### src/rtl/phy_rx.sv
// phy_rx: USB 2.0 full-speed receive PHY.
//
// Recovers the bit clock from line transitions, decodes NRZI, finds SYNC,
// removes stuffed bits, detects EOP and bus reset, and hands bytes to the SIE.
//
// Ports:
//   clk_i        clock, 12 MHz * BIT_SAMPLES
//   rstn_i       asynchronous active-low reset
//   dp_rx_i      D+ from the bus receiver (asynchronous)
//   dn_rx_i      D- from the bus receiver (asynchronous)
//   rx_en_i      reception enable, low while the transmitter owns the bus
//   rx_data_o    last received byte (LSB first on the wire)
//   rx_valid_o   one-cycle pulse, rx_data_o holds a new byte
//   rx_ready_o   packet in progress, from SYNC accepted to EOP/abort
//   rx_err_o     one-cycle pulse on a packet error (at most one per packet)
//   bus_reset_o  bus reset detected (SE0 held for RESET_BITS bit times)

module phy_rx #(
    parameter int unsigned BIT_SAMPLES = 4,
    parameter int unsigned RESET_BITS  = 30
) (
    input  logic       clk_i,
    input  logic       rstn_i,
    input  logic       dp_rx_i,
    input  logic       dn_rx_i,
    input  logic       rx_en_i,
    output logic [7:0] rx_data_o,
    output logic       rx_valid_o,
    output logic       rx_ready_o,
    output logic       rx_err_o,
    output logic       bus_reset_o
);

    localparam int unsigned CNT_W = (BIT_SAMPLES > 1) ? $clog2(BIT_SAMPLES) : 1;
    localparam logic [CNT_W-1:0] SAMPLE_PHASE = CNT_W'(BIT_SAMPLES / 2);
    localparam logic [CNT_W-1:0] LAST_PHASE   = CNT_W'(BIT_SAMPLES - 1);

    localparam int unsigned RST_W = $clog2(RESET_BITS + 1);
    localparam logic [RST_W-1:0] RESET_LIMIT = RST_W'(RESET_BITS);
    localparam logic [RST_W-1:0] RESET_LAST  = RST_W'(RESET_BITS - 1);

    // Line states as {dp, dn}
    localparam logic [1:0] LINE_SE0 = 2'b00;
    localparam logic [1:0] LINE_K   = 2'b01;
    localparam logic [1:0] LINE_J   = 2'b10;
    localparam logic [1:0] LINE_SE1 = 2'b11;

    typedef enum logic [2:0] {
        ST_IDLE,
        ST_SYNC,
        ST_DATA,
        ST_EOP,
        ST_ABORT
    } state_t;

    // ------------------------------------------------------------------
    // Input synchronizers (reset to J so reset release causes no edge)
    // ------------------------------------------------------------------
    logic dp_meta, dp_sync, dn_meta, dn_sync;

    always_ff @(posedge clk_i or negedge rstn_i) begin
        if (!rstn_i) begin
            dp_meta <= 1'b1;
            dp_sync <= 1'b1;
            dn_meta <= 1'b0;
            dn_sync <= 1'b0;
        end else begin
            dp_meta <= dp_rx_i;
            dp_sync <= dp_meta;
            dn_meta <= dn_rx_i;
            dn_sync <= dn_meta;
        end
    end

    logic [1:0] line;
    logic [1:0] line_last;
    logic       line_edge;

    assign line      = {dp_sync, dn_sync};
    assign line_edge = (line != line_last);

    // ------------------------------------------------------------------
    // Clock recovery. The cycle in which a new line state first appears is
    // phase 0, so the sample lands BIT_SAMPLES/2 cycles into the bit and
    // bits shortened to BIT_SAMPLES-1 cycles are still caught.
    // ------------------------------------------------------------------
    logic [CNT_W-1:0] phase;
    logic [CNT_W-1:0] phase_now;
    logic             sample;

    always_comb begin
        phase_now = line_edge ? '0 : phase;
        sample    = (phase_now == SAMPLE_PHASE);
    end

    always_ff @(posedge clk_i or negedge rstn_i) begin
        if (!rstn_i) begin
            line_last <= LINE_J;
            phase     <= '0;
        end else begin
            line_last <= line;
            if (phase_now == LAST_PHASE) begin
                phase <= '0;
            end else begin
                phase <= phase_now + 1'b1;
            end
        end
    end

    // ------------------------------------------------------------------
    // Receive state machine, NRZI decode, unstuffing, bus-reset detection
    // ------------------------------------------------------------------
    state_t           state;
    logic [1:0]       prev_line;
    logic [1:0]       zero_cnt;
    logic [2:0]       ones_cnt;
    logic [2:0]       bit_cnt;
    logic [7:0]       shift;
    logic             err_seen;
    logic             se0_seen;
    logic [2:0]       j_cnt;
    logic [RST_W-1:0] se0_cnt;

    logic nrzi_bit;
    logic line_se;
    logic reset_hit;

    always_comb begin
        nrzi_bit  = (line == prev_line);
        line_se   = (line == LINE_SE0) || (line == LINE_SE1);
        // This sample completes (or extends) a bus-reset length SE0
        reset_hit = sample && (line == LINE_SE0) && (se0_cnt >= RESET_LAST);
    end

    always_ff @(posedge clk_i or negedge rstn_i) begin
        if (!rstn_i) begin
            state       <= ST_IDLE;
            prev_line   <= LINE_J;
            zero_cnt    <= '0;
            ones_cnt    <= '0;
            bit_cnt     <= '0;
            shift       <= '0;
            err_seen    <= 1'b0;
            se0_seen    <= 1'b0;
            j_cnt       <= '0;
            se0_cnt     <= '0;
            rx_data_o   <= '0;
            rx_valid_o  <= 1'b0;
            rx_ready_o  <= 1'b0;
            rx_err_o    <= 1'b0;
            bus_reset_o <= 1'b0;
        end else begin
            rx_valid_o <= 1'b0;
            rx_err_o   <= 1'b0;

            if (sample) begin
                prev_line <= line;
                if (line == LINE_SE0) begin
                    if (se0_cnt != RESET_LIMIT) begin
                        se0_cnt <= se0_cnt + 1'b1;
                    end
                    if (se0_cnt >= RESET_LAST) begin
                        bus_reset_o <= 1'b1;
                    end
                end else begin
                    se0_cnt     <= '0;
                    bus_reset_o <= 1'b0;
                end
            end

            if (!rx_en_i || reset_hit) begin
                // Transmitter owns the bus, or a bus reset kills the packet
                state      <= ST_IDLE;
                rx_ready_o <= 1'b0;
            end else if (sample) begin
                case (state)
                    ST_IDLE: begin
                        if (line == LINE_K) begin
                            // First K of SYNC is a transition from idle J: a 0
                            state    <= ST_SYNC;
                            zero_cnt <= 2'd1;
                        end
                    end

                    ST_SYNC: begin
                        if (line_se) begin
                            state <= ST_IDLE;
                        end else if (!nrzi_bit) begin
                            if (zero_cnt != 2'd3) begin
                                zero_cnt <= zero_cnt + 1'b1;
                            end
                        end else if (zero_cnt == 2'd3) begin
                            state      <= ST_DATA;
                            rx_ready_o <= 1'b1;
                            bit_cnt    <= '0;
                            // The closing 1 of SYNC counts toward stuffing
                            ones_cnt   <= 3'd1;
                            err_seen   <= 1'b0;
                        end else begin
                            state <= ST_IDLE;
                        end
                    end

                    ST_DATA: begin
                        if (line == LINE_SE0) begin
                            state <= ST_EOP;
                            if (bit_cnt != 3'd0) begin
                                rx_err_o <= ~err_seen;
                                err_seen <= 1'b1;
                            end
                        end else if (line == LINE_SE1) begin
                            rx_err_o   <= ~err_seen;
                            err_seen   <= 1'b1;
                            state      <= ST_ABORT;
                            rx_ready_o <= 1'b0;
                            se0_seen   <= 1'b0;
                            j_cnt      <= '0;
                        end else if (ones_cnt == 3'd6) begin
                            // Stuff position: must be a 0, which is dropped
                            if (nrzi_bit) begin
                                rx_err_o   <= ~err_seen;
                                err_seen   <= 1'b1;
                                state      <= ST_ABORT;
                                rx_ready_o <= 1'b0;
                                se0_seen   <= 1'b0;
                                j_cnt      <= '0;
                            end else begin
                                ones_cnt <= '0;
                            end
                        end else begin
                            ones_cnt <= nrzi_bit ? ones_cnt + 1'b1 : 3'd0;
                            shift    <= {nrzi_bit, shift[7:1]};
                            bit_cnt  <= bit_cnt + 1'b1;
                            if (bit_cnt == 3'd7) begin
                                rx_data_o  <= {nrzi_bit, shift[7:1]};
                                rx_valid_o <= 1'b1;
                            end
                        end
                    end

                    ST_EOP: begin
                        if (line == LINE_J) begin
                            state      <= ST_IDLE;
                            rx_ready_o <= 1'b0;
                        end else if (line == LINE_K) begin
                            rx_err_o   <= ~err_seen;
                            err_seen   <= 1'b1;
                            state      <= ST_ABORT;
                            rx_ready_o <= 1'b0;
                            se0_seen   <= 1'b0;
                            j_cnt      <= '0;
                        end
                    end

                    ST_ABORT: begin
                        rx_ready_o <= 1'b0;
                        if (line_se) begin
                            se0_seen <= 1'b1;
                            j_cnt    <= '0;
                        end else if (line == LINE_J) begin
                            if (se0_seen || (j_cnt == 3'd7)) begin
                                state <= ST_IDLE;
                            end else begin
                                j_cnt <= j_cnt + 1'b1;
                            end
                        end else begin
                            se0_seen <= 1'b0;
                            j_cnt    <= '0;
                        end
                    end

                    default: begin
                        state      <= ST_IDLE;
                        rx_ready_o <= 1'b0;
                    end
                endcase
            end
        end
    end

endmodule

### config.mk
export PLATFORM = sky130hd
export DESIGN_NAME = phy_rx
export DESIGN_NICKNAME = d
export VERILOG_FILES = /design/src/rtl/phy_rx.sv
export SDC_FILE = /design/constraint.sdc
export NUM_CORES = 1
export LEC_CHECK = 0
export ABC_AREA = 1
export BUFFER_PORTS_ARGS = -buffer_cell sky130_fd_sc_hd__buf_2
export CAP_MARGIN = 25
export CORE_MARGIN = 3
export CORE_UTILIZATION = 45
export CTS_CLUSTER_SIZE = 8
export DETAILED_ROUTE_END_ITERATION = 16
export GPL_ROUTABILITY_DRIVEN = 0
export HOLD_SLACK_MARGIN = 0.08
export PLACE_DENSITY = 0.64
export SLEW_MARGIN = 20
export SYNTH_ARGS = -nofsm -noshare
export SYNTH_HDL_FRONTEND = slang
export SYNTH_SLANG_ARGS = --single-unit
### constraint.sdc
create_clock -name clk_i -period 2.6 [get_ports clk_i]
set_input_delay 0.78 -clock clk_i [delete_from_list [all_inputs] [get_ports clk_i]]
set_output_delay 0.78 -clock clk_i [all_outputs]
set_load 0.05 [all_outputs]
==> results of run 1 <==
flip-flops by register name, summed over array words and instances (netlist names), 2 cells and up:
signal	cells
rx_data_o	8
shift	7
se0_cnt	5
bit_cnt	3
j_cnt	3
ones_cnt	3
state	3
line_last	2
phase	2
prev_line	2
zero_cnt	2
logic make-up (layout without fill, tap and decap cells):
group | Yosys count | count (layout) | share of synthesized area, %
AO/OA/AOI/OAI | 51 | 51 | 10.1
buffers and inverters | 39 | 62 | 6.24
adder cells (fa/ha/maj) | 16 | 16 | 7.09
flip-flops | 50 | 50 | 44.5
XOR/XNOR | 6 | 6 | 1.86
AND/OR/NAND/NOR | 177 | 177 | 30.3
cell type report:
class / instances / area (sq um) / share of cell area [%]
well taps: 75 / 93.8 / 3.03
multi-input cells: 250 / 1390 / 45.0
inverters: 33 / 124 / 4.00
flip-flops and latches: 50 / 1260 / 40.5
repair buffers: 21 / 118 / 3.80
clock buffers: 5 / 68.8 / 2.22
clock inverters: 3 / 45.0 / 1.45
per-stage QoR:
stage / instance area, sq um / hold slack [ns] / utilization [%] / worst slack, ns
4_1_cts: 3100 / 0.262 / 51.7 / 0.255
5_1_grt: 3100 / 0.263 / 51.7 / 0.0281
3_5_place_dp: 2980 / 0.340 / 49.8 / 0.286
3_3_place_gp: 2980 / 0.333 / 49.8 / 0.356
6_report: 3100 / 0.266 / 51.7 / 0.266
2_1_floorplan: 2830 / 0.331 / - / 0.586
routing by layer:
| metal | wire length (um) | vias to the layer above | part of all wire [%] |
|---|---|---|---|
| li1 | - | 1153 | - |
| met1 | 2710 | 1039 | 50 |
| met2 | 2430 | 40 | 45 |
| met3 | 167 | 14 | 3.1 |
| met4 | 144 | 0 | 2.6 |
| met5 | 0 | - | 0 |
critical path, stage by stage (launching register included):
cell                      delay, ns
sky130_fd_sc_hd__dfstp_2       0.62
sky130_fd_sc_hd__xnor2_1       0.17
sky130_fd_sc_hd__nand3_1       0.11
sky130_fd_sc_hd__ha_1          0.25
sky130_fd_sc_hd__nand2_1       0.09
sky130_fd_sc_hd__nor2_2        0.05
sky130_fd_sc_hd__nand2_2       0.09
sky130_fd_sc_hd__nand2_4       0.08
sky130_fd_sc_hd__nor2_4        0.16
sky130_fd_sc_hd__nand3_4       0.24
sky130_fd_sc_hd__nor2_4        0.26
sky130_fd_sc_hd__nand2_1       0.08
sky130_fd_sc_hd__nand2_1       0.07
cell usage after synthesis (3+ instances only):
cell type and number:
sky130_fd_sc_hd__a21oi_1 14, sky130_fd_sc_hd__buf_6 3, sky130_fd_sc_hd__dfrtp_1 46, sky130_fd_sc_hd__dfstp_2 4
sky130_fd_sc_hd__ha_1 16, sky130_fd_sc_hd__inv_1 28, sky130_fd_sc_hd__inv_2 3, sky130_fd_sc_hd__nand2_1 90
sky130_fd_sc_hd__nand2_2 5, sky130_fd_sc_hd__nand3_1 21, sky130_fd_sc_hd__nand3_2 6, sky130_fd_sc_hd__nand4_1 8
sky130_fd_sc_hd__nor2_1 28, sky130_fd_sc_hd__nor2_2 5, sky130_fd_sc_hd__nor2_4 5, sky130_fd_sc_hd__o21ai_0 8
sky130_fd_sc_hd__o21ai_1 19, sky130_fd_sc_hd__xnor2_1 4
final timing paths:
| check | startpoint | endpoint | slack, ns | depth (start not counted) |
|---|---|---|---|---|
| max | dp_sync | rx_data_o[2] | 0.27 | 12 |
| min | rstn_i | se0_cnt[3] | 0.27 | 1 |
| max reg2reg | dp_sync | rx_data_o[2] | 0.27 | 12 |
| min reg2reg | dp_meta | dp_sync | 0.36 | 0 |
| max in group asynchronous | rstn_i | line_last[1] | 1.75 | 2 |
| min in group clk_i | dp_meta | dp_sync | 0.36 | 0 |
report_power, final:
| group | leakage (nW) | total (mW) | switching, mW | internal [mW] |
|---|---|---|---|---|
| registers | 0.649 | 0.900 | 0.0563 | 0.843 |
| logic | 0.836 | 0.402 | 0.277 | 0.124 |
| clock network | 0.0504 | 0.559 | 0.273 | 0.286 |
==> metrics.md, run 1 <==
| Metric | Value |
|---|---|
| Mean area per synthesized cell | `8.33 sq um` |
| Setup repair after global routing missed its margin | `false` |
| Maximum buffer depth of the clock tree | `2` |
| Root Driver | `sky130_fd_sc_hd__clkbuf_8` |
| Post-route minimum period | `2.33 ns` |
| Most heavily used metal layer in global routing | `met2` |
| Initial core utilization | `47.2%` |
| Power Density | `600 nW/um^2` |
| Count of boundary I/O pins | `17` |
| Avg WL per Cell | `12.5 um` |
| Nature of the critical path startpoint | `flip-flop` |
| First-pass GRT wire length | `9780 um` |
| Number of post-CTS setup repair buffers | `0` |
| Endpoint type of the worst setup path | `flip-flop` |
| Max capacitance violation total | `0` |
| Area of the mapped netlist | `2830 sq um` |
| Maximum resistive drop on vdd | `279 uV` |
| DRC violations left | `0` |
| Most common flop cell mapped by yosys | `sky130_fd_sc_hd__dfrtp_1` |
| Post-synthesis cell count | `339` |
| Clock sinks | `50` |
| Count of hold buffers inserted by post-cts repair | `0` |
| Total chip power | `1.86 mW` |
| Die Span Y | `85.2 um` |
| Fillcell total | `583` |
| Arrival time worst endpoint | `2.59 ns` |
| Skew-Pair Late Insertion Delay | `0.31 ns` |
| Dominant cells by area after synthesis | `sky130_fd_sc_hd__dfrtp_1 41%, sky130_fd_sc_hd__nand2_1 12%, sky130_fd_sc_hd__ha_1 7.1%` |
| Number of distinct library cells after synthesis | `36` |
| Result of the run | `finished clean` |
| Total number of yosys warnings | `0` |
| Met2 capacity usage during global routing | `25.6%` |
| Overall via count from detail_route | `2246` |
| Finished Layout Cells | `437` |
| Count of flip-flops with a built-in enable after synthesis | `0` |
| Worst hold path class | `in2async` |
| Timing-limited maximum frequency | `428 MHz` |
| Sequential element share of the synthesized area | `44.5%` |
| Number of levels in the clock H-tree | `2` |
| Total overflow reported by the global router | `0` |
| Total core area | `5990 sq um` |
| Synth-to-Final Area Change | `9.65%` |
| Number of DRC markers after the initial detailed-route iteration | `165` |
| Vias per std cell | `5.14` |
| Total detailed-routing wirelength | `5460 um` |
| Fin Clk Skew | `0.00694 ns` |
| Remaining max-slew budget at the tightest pin | `67.1%` |
| CP max FO | `23` |
| Nets in the synthesized netlist | `360` |
| Via count of the first global-routing pass | `2169` |
| Width of the die | `85.2 um` |
| Die Outline Area | `7270 sq um` |
| Transition at the pin with the smallest max-transition slack | `0.492 ns` |
| Total Neg Setup Slack | `0 ns` |
| Diodes inserted | `0` |
| Post-CTS sizing | `0` |
| TritonCTS clock tree | `yes` |
| Cell type with the largest total area after synthesis | `sky130_fd_sc_hd__dfrtp_1` |
| WP data required | `2.85 ns` |
| Nets | `382` |
| Worst setup path category | `reg2reg` |
| Final Setup Violations | `0` |
| Maximum number of pins on one net before global-route repair | `28` |
| Global-route track usage on met3 | `3.30%` |
| Remaining antenna violation count after routing | `0` |
| Register bit count reported by yosys | `50` |
| Final count of hold timing violations | `0` |
| Proportion of layout cells with a drive suffix above 1 | `17.7%` |
| Leakage Power | `1.54 nW` |
| CTS buffer count | `5` |
| Tot GR Track Use | `16.8%` |
| Placed cells | `429` |
| Top library cells by usage in the layout, fill and taps aside | `90 x sky130_fd_sc_hd__nand2_1, 46 x sky130_fd_sc_hd__dfrtp_1, 28 x sky130_fd_sc_hd__inv_1, 28 x sky130_fd_sc_hd__nor2_1, 21 x sky130_fd_sc_hd__nand3_1` |
| Placement row count | `28` |
| Post-route clock period utilization | `89.8%` |
| Portion of synthesized cell area occupied by the leading cell type | `40.7%` |
| Clock-pin slew reported for the worst setup and hold paths after clock tree synthesis | `0.09 ns` |
| Most common library cell in the layout ignoring fill and taps | `sky130_fd_sc_hd__nand2_1` |
| Total iterations of the first detailed-routing run | `4` |
| Initial antenna violation count | `0` |
| Quantity of I/O buffers inserted on ports | `16` |
| Met1 Resource Use GR | `22.8%` |
| Final max-slew violation count | `0` |
| Proportion of synthesized flip-flops having asynchronous set or reset | `100%` |
| Half-perimeter wire length of the detailed placement result | `4120 um` |
(Power assumes the default switching activity.)
==> inputs of run 2 (changes only) <==
- CELL_PAD_IN_SITES_DETAIL_PLACEMENT: not set -> 0
- CELL_PAD_IN_SITES_GLOBAL_PLACEMENT: not set -> 1
- PLACE_DENSITY: 0.64 -> 0.8
- SETUP_SLACK_MARGIN: not set -> 0.5
==> metrics.md, run 2 (synthesis results as in run 1) <==
| Metric | Value |
|---|---|
| Power Density | `602 nW/um^2 (+0.24%)` |
| Maximum buffer depth of the clock tree | `2 (unchanged)` |
| Setup repair after global routing missed its margin | `true` |
| Nets | `396 (+3.7%)` |
| Total core area | `5990 sq um (unchanged)` |
| Top library cells by usage in the layout, fill and taps aside | `85 x sky130_fd_sc_hd__nand2_1, 45 x sky130_fd_sc_hd__dfrtp_1, 26 x sky130_fd_sc_hd__inv_1, 25 x sky130_fd_sc_hd__nor2_1, 19 x sky130_fd_sc_hd__nand3_1` |
| Half-perimeter wire length of the detailed placement result | `4510 um (+9.5%)` |
| Diodes inserted | `0 (unchanged)` |
| Via count of the first global-routing pass | `2273 (+4.8%)` |
| Remaining antenna violation count after routing | `0 (unchanged)` |
| Avg WL per Cell | `14.7 um (+18%)` |
| Transition at the pin with the smallest max-transition slack | `0.641 ns (+0.148 ns)` |
| Register name with the most flops | `rx_data_o` |
| Vias per std cell | `5.33 (+3.6%)` |
| Maximum resistive drop on vdd | `238 uV (-15%)` |
| Width of the die | `85.2 um (unchanged)` |
| Endpoint type of the worst setup path | `flip-flop` |
| Skew-Pair Late Insertion Delay | `0.31 ns (about the same)` |
| Total iterations of the first detailed-routing run | `4 (unchanged)` |
| Die Outline Area | `7270 sq um (unchanged)` |
| TritonCTS clock tree | `yes` |
| Total overflow reported by the global router | `0 (unchanged)` |
| Flip-flop count of the largest register, all copies and words added | `8 (unchanged)` |
| Timing-limited maximum frequency | `474 MHz (+11%)` |
| First-pass GRT wire length | `11100 um (+14%)` |
| Die Span Y | `85.2 um (unchanged)` |
| Quantity of I/O buffers inserted on ports | `16 (unchanged)` |
| Post-route clock period utilization | `81.1% (-8.7 points)` |
| Max capacitance violation total | `0 (unchanged)` |
| Nature of the critical path startpoint | `flip-flop` |
| Worst setup path category | `reg2reg` |
| Clock sinks | `50 (unchanged)` |
| Total Neg Setup Slack | `0 ns (unchanged)` |
| Arrival time worst endpoint | `2.35 ns (-0.24 ns)` |
| DRC violations left | `0 (unchanged)` |
| Root Driver | `sky130_fd_sc_hd__clkbuf_8` |
| Result of the run | `finished clean` |
| Count of hold buffers inserted by post-cts repair | `0 (unchanged)` |
| Final core utilization | `56.8% (+5.1 points)` |
| Placement row count | `28 (unchanged)` |
| Final Setup Violations | `0 (unchanged)` |
| Remaining max-slew budget at the tightest pin | `57.3% (-9.8 points)` |
| Overall via count from detail_route | `2402 (+6.9%)` |
| Worst hold path class | `reg2reg` |
| CP max FO | `8 (-65%)` |
| Tot GR Track Use | `19.2% (+2.4 points)` |
| CTS buffer count | `5 (unchanged)` |
| Initial antenna violation count | `0 (unchanged)` |
| Initial core utilization | `47.2% (unchanged)` |
| Registers with the highest flip-flop counts | `rx_data_o: 8 flops, shift: 7 flops, se0_cnt: 5 flops` |
| Final count of hold timing violations | `0 (unchanged)` |
| Number of levels in the clock H-tree | `2 (unchanged)` |
| Number of DRC markers after the initial detailed-route iteration | `144 (-13%)` |
| Post-route minimum period | `2.11 ns (-0.226 ns)` |
| Setup slack of the critical path after layout | `0.492 ns (+0.226 ns)` |
| Most common library cell in the layout ignoring fill and taps | `sky130_fd_sc_hd__nand2_1` |
| WP data required | `2.84 ns (about the same)` |
| Leakage Power | `1.66 nW (+8.1%)` |
| Count of boundary I/O pins | `17 (unchanged)` |
| Final max-slew violation count | `0 (unchanged)` |
| Proportion of layout cells with a drive suffix above 1 | `26.9% (+9.2 points)` |
| Total detailed-routing wirelength | `6630 um (+21%)` |
| Synth-to-Final Area Change | `20.5%` |
| Maximum number of pins on one net before global-route repair | `51 (+82%)` |
| Clock-pin slew reported for the worst setup and hold paths after clock tree synthesis | `0.09 ns (about the same)` |
| Post-placement worst setup slack | `0.226 ns (-0.0598 ns)` |
| Fin Clk Skew | `0.0117 ns (+0.00479 ns)` |
==> run 2: repair_timing <==
action	CTS	global route
pin swaps	11	23
buffers inserted	10	2
gates cloned	2	1
hold endpoints to repair	0	0
endpoints found under the setup margin	31	33
resized for setup	7	30
==> run 2: cell type report <==
type	instances	area [sq um]
Sequential cell	50	1260
Fill cell	539	2590
Multi-Input combinational cell	253	1570
Clock buffer	6	82.6
Timing Repair Buffer	32	211
Inverter	33	124
Tap cell	75	93.8
Clock inverter	2	60.1
==> run 2: routing by layer <==
layer | up-vias | global-route usage (%) | routed length, um
met2 | 53 | 31.7 | 3300
met3 | 11 | 3.30 | 303
met4 | 0 | 6.33 | 112
met5 | - | 0 | 0
met1 | 1144 | 25.6 | 2920
li1 | 1194 | - | -
==> run 2: metrics by stage <==
| stage | hold WS (ns) | std cells | area, sq um | total power [mW] |
|---|---|---|---|---|
| after floorplan | 0.331 | 339 | 2830 | 1.22 |
| after global placement | 0.333 | 428 | 2980 | 1.32 |
| after detailed placement | 0.340 | 428 | 2980 | 1.32 |
| after CTS | 0.360 | 448 | 3250 | 2.03 |
| after global routing | 0.364 | 451 | 3400 | 2.16 |
| final | 0.357 | 451 | 3400 | 2.05 |
==> run 2: worst paths after layout <==
check | depth (start not counted) | to | slack (ns) | start
worst min-delay path | 0 | dn_sync | 0.36 | dn_meta
worst max-delay path | 12 | rx_data_o[0] | 0.49 | dp_sync
worst max register to register | 12 | rx_data_o[0] | 0.49 | dp_sync
min in group asynchronous | 2 | se0_cnt[3] | 0.57 | rstn_i
worst min register to register | 0 | dn_sync | 0.36 | dn_meta
max in group asynchronous | 2 | dn_sync | 1.57 | rstn_i
==> run 2: worst max-delay path, stage by stage (launching register included) <==
cell and delay [ns]:
sky130_fd_sc_hd__dfstp_2 0.61, sky130_fd_sc_hd__xnor2_4 0.10, sky130_fd_sc_hd__and3_4 0.19, sky130_fd_sc_hd__ha_4 0.17
sky130_fd_sc_hd__nand2_4 0.07, sky130_fd_sc_hd__nor2_4 0.04, sky130_fd_sc_hd__nand2_2 0.08, sky130_fd_sc_hd__nand2_4 0.08
sky130_fd_sc_hd__nor2_4 0.19, sky130_fd_sc_hd__nand3_4 0.16, sky130_fd_sc_hd__nor2_4 0.22, sky130_fd_sc_hd__nand2_1 0.08
sky130_fd_sc_hd__nand2_1 0.07
==> run 2: report_power, final <==
| part | switching (mW) | internal [mW] | total (mW) |
|---|---|---|---|
| registers | 0.0579 | 0.843 | 0.901 |
| logic | 0.319 | 0.147 | 0.467 |
| clock network | 0.270 | 0.410 | 0.681 |
==> inputs of run 3 (changes only) <==
- clock period: 2.6 -> 2 ns (I/O delays scaled with it)
==> metrics.md, run 3 (synthesis results as in run 1) <==
| Metric | Value |
|---|---|
| DRC violations left | `0 (unchanged)` |
| Most common library cell in the layout ignoring fill and taps | `sky130_fd_sc_hd__nand2_1` |
| Nets | `414 (+4.5%)` |
| Violations in the final reports | `setup timing` |
| Clock sinks | `50 (unchanged)` |
| Setup slack of the critical path after layout | `-0.000656 ns (-0.493 ns)` |
| Post-route clock period utilization | `100% (+19 points)` |
| Cell Chain, Critical Path | `buf_4 > inv_2 > ha_1 > inv_1 > a21oi_2 > buf_4 > nand3_4 > buf_6 > o21ai_2 > nand2_1` |
| Proportion of layout cells with a drive suffix above 1 | `33.8% (+6.9 points)` |
| Endpoint type of the worst setup path | `flip-flop` |
| Total chip power | `2.55 mW (+25%)` |
| Transition at the pin with the smallest max-transition slack | `0.465 ns (-0.176 ns)` |
| Die Outline Area | `7270 sq um (unchanged)` |
| Worst setup path category | `reg2reg` |
| Worst hold path class | `in2async` |
| Nature of the critical path startpoint | `flip-flop` |
| WP data required | `2.20 ns (-0.64 ns)` |
| Die Span Y | `85.2 um (unchanged)` |
| Max capacitance violation total | `0 (unchanged)` |
| Total iterations of the first detailed-routing run | `4 (unchanged)` |
| Total core area | `5990 sq um (unchanged)` |
| Total detailed-routing wirelength | `6150 um (-7.3%)` |
| Half-perimeter wire length of the detailed placement result | `4400 um (-2.4%)` |
| Power Density | `705 nW/um^2 (+17%)` |
| Setup slack on the worst flop-to-flop path | `-0.0007 ns (-0.49 ns)` |
| Fin Clk Skew | `0.0112 ns (-0.000528 ns)` |
| Clock-pin slew reported for the worst setup and hold paths after clock tree synthesis | `0.10 ns (about the same)` |
| Overall via count from detail_route | `2402 (unchanged)` |
| Maximum buffer depth of the clock tree | `2 (unchanged)` |
| Tot GR Track Use | `18.2% (-0.96 points)` |
| Maximum resistive drop on vdd | `388 uV (+64%)` |
| Register name with the most flops | `rx_data_o` |
| Root Driver | `sky130_fd_sc_hd__clkbuf_8` |
| Fillcell total | `535 (-0.74%)` |
| Post-route minimum period | `2.00 ns (-0.107 ns)` |
| CTS buffer count | `5 (unchanged)` |
| Arrival time worst endpoint | `2.20 ns (-0.15 ns)` |
| Count of hold buffers inserted by post-cts repair | `0 (unchanged)` |
| Placement row count | `28 (unchanged)` |
| CP max FO | `6 (-2)` |
| First-pass GRT wire length | `10800 um (-3.4%)` |
| Vias per std cell | `5.12 (-3.8%)` |
| Initial core utilization | `47.2% (unchanged)` |
| Delay contributed by the slowest stage of the critical path | `0.56 ns (-0.05 ns)` |
| Final Setup Violations | `1 (+1)` |
| Registers with the highest flip-flop counts | `rx_data_o: 8 flops, shift: 7 flops, se0_cnt: 5 flops` |
| Diodes inserted | `0 (unchanged)` |
| Remaining max-slew budget at the tightest pin | `69.0% (+12 points)` |
| TritonCTS clock tree | `yes` |
| Avg WL per Cell | `13.1 um (-11%)` |
| Total overflow reported by the global router | `0 (unchanged)` |
| Leakage Power | `1.75 nW (+5.5%)` |
| Final max-slew violation count | `0 (unchanged)` |
| Top library cells by usage in the layout, fill and taps aside | `82 x sky130_fd_sc_hd__nand2_1, 46 x sky130_fd_sc_hd__dfrtp_1, 31 x sky130_fd_sc_hd__buf_4, 27 x sky130_fd_sc_hd__inv_1, 19 x sky130_fd_sc_hd__nor2_1` |
| Timing-limited maximum frequency | `500 MHz (+5.4%)` |
| Flip-flop count of the largest register, all copies and words added | `8 (unchanged)` |
| Quantity of I/O buffers inserted on ports | `16 (unchanged)` |
| Maximum number of pins on one net before global-route repair | `51 (unchanged)` |
| Result of the run | `complete, but fails checks` |
| Setup repair after global routing missed its margin | `true` |
| Number of DRC markers after the initial detailed-route iteration | `200 (+39%)` |
| Synth-to-Final Area Change | `28.2%` |
| Final count of hold timing violations | `0 (unchanged)` |
| Remaining antenna violation count after routing | `0 (unchanged)` |
| Worst-path cell with the longest stage delay | `sky130_fd_sc_hd__dfstp_2` |
| Initial antenna violation count | `0 (unchanged)` |
| Count of boundary I/O pins | `17 (unchanged)` |
| Critical Path Most Common Cell | `sky130_fd_sc_hd__buf_4` |
| Width of the die | `85.2 um (unchanged)` |
| Number of levels in the clock H-tree | `2 (unchanged)` |
| Final core utilization | `60.5% (+3.7 points)` |
| Skew-Pair Late Insertion Delay | `0.31 ns (about the same)` |
| Via count of the first global-routing pass | `2367 (+4.1%)` |
## run 3: changes by cell type in the layout (fill, tap and decap cells not counted), moves of 3 or more
cell and change:
sky130_fd_sc_hd__a21oi_2 +4, sky130_fd_sc_hd__buf_4 +18, sky130_fd_sc_hd__nor2_4 +3, sky130_fd_sc_hd__buf_6 +11, sky130_fd_sc_hd__buf_2 -12, sky130_fd_sc_hd__o21ai_2 +5
sky130_fd_sc_hd__o21ai_1 -3, sky130_fd_sc_hd__a21oi_1 -3, sky130_fd_sc_hd__nor2_2 +3, sky130_fd_sc_hd__nand2_2 +4, sky130_fd_sc_hd__buf_12 +3, sky130_fd_sc_hd__nor2_1 -6
sky130_fd_sc_hd__nand2_1 -3
## run 3: through the flow
stage	setup TNS, ns	cells	cell area (sq um)	hold slack (ns)	setup WS [ns]
6_report	-0.000656	469	3620	0.255	-0.000656
3_5_place_dp	-0.318	449	3180	0.348	-0.0664
2_1_floorplan	0	339	2840	0.304	0.0258
3_3_place_gp	-0.0362	449	3180	0.335	-0.0137
5_1_grt	-3.16	469	3620	0.294	-0.141
4_1_cts	0	462	3500	0.275	0.00561
## run 3: worst max-delay path: cells and delay by family, from the launching register on
family          cells  cell delay (ns)
buf+inv             5             0.57
flops               1             0.56
compound gates      2             0.29
fa+ha+maj           1             0.29
simple gates        2             0.19
## run 3: final timing paths
| check | from | end | depth (start not counted) |
|---|---|---|---|
| max in group asynchronous | rstn_i | prev_line[1] | 2 |
| worst min register to register | dp_meta | dp_sync | 0 |
| worst max register to register | dp_sync | rx_data_o[1] | 10 |
| worst min-delay path | rstn_i | se0_cnt[1] | 2 |
| worst max-delay path | dp_sync | rx_data_o[1] | 10 |
| min in group clk_i | dp_meta | dp_sync | 0 |
## run 3: cell type report
type                            instances  area (sq um)  area share [%]
Multi-Input combinational cell        250          1560            42.9
Sequential cell                        50          1260            34.7
Timing Repair Buffer                   53           478            13.2
Inverter                               33           126            3.49
Tap cell                               75          93.8            2.59
Clock buffer                            5          68.8            1.90
Clock inverter                          3          43.8            1.21
## run 3: timing repair
item                                    in CTS  in global routing
resized for setup                           51                 21
endpoints found under the setup margin      52                 53
buffers inserted                             5                  7
pin swaps                                    4                 12
## run 3: power breakdown
group	leakage [nW]	switching, mW	internal [mW]	total (mW)
clock	0.0585	0.347	0.375	0.722
combinational	1.05	0.422	0.244	0.665
sequential	0.649	0.0708	1.10	1.17
total	1.75	0.839	1.72	2.55
## run 3: routing by layer
| layer | GRT usage [%] | wire, um |
|---|---|---|
| met1 | 24.8 | 2860 |
| met2 | 30.6 | 3030 |
| met3 | 2.82 | 191 |
| met4 | 4.32 | 63 |
| met5 | 0 | 0 |
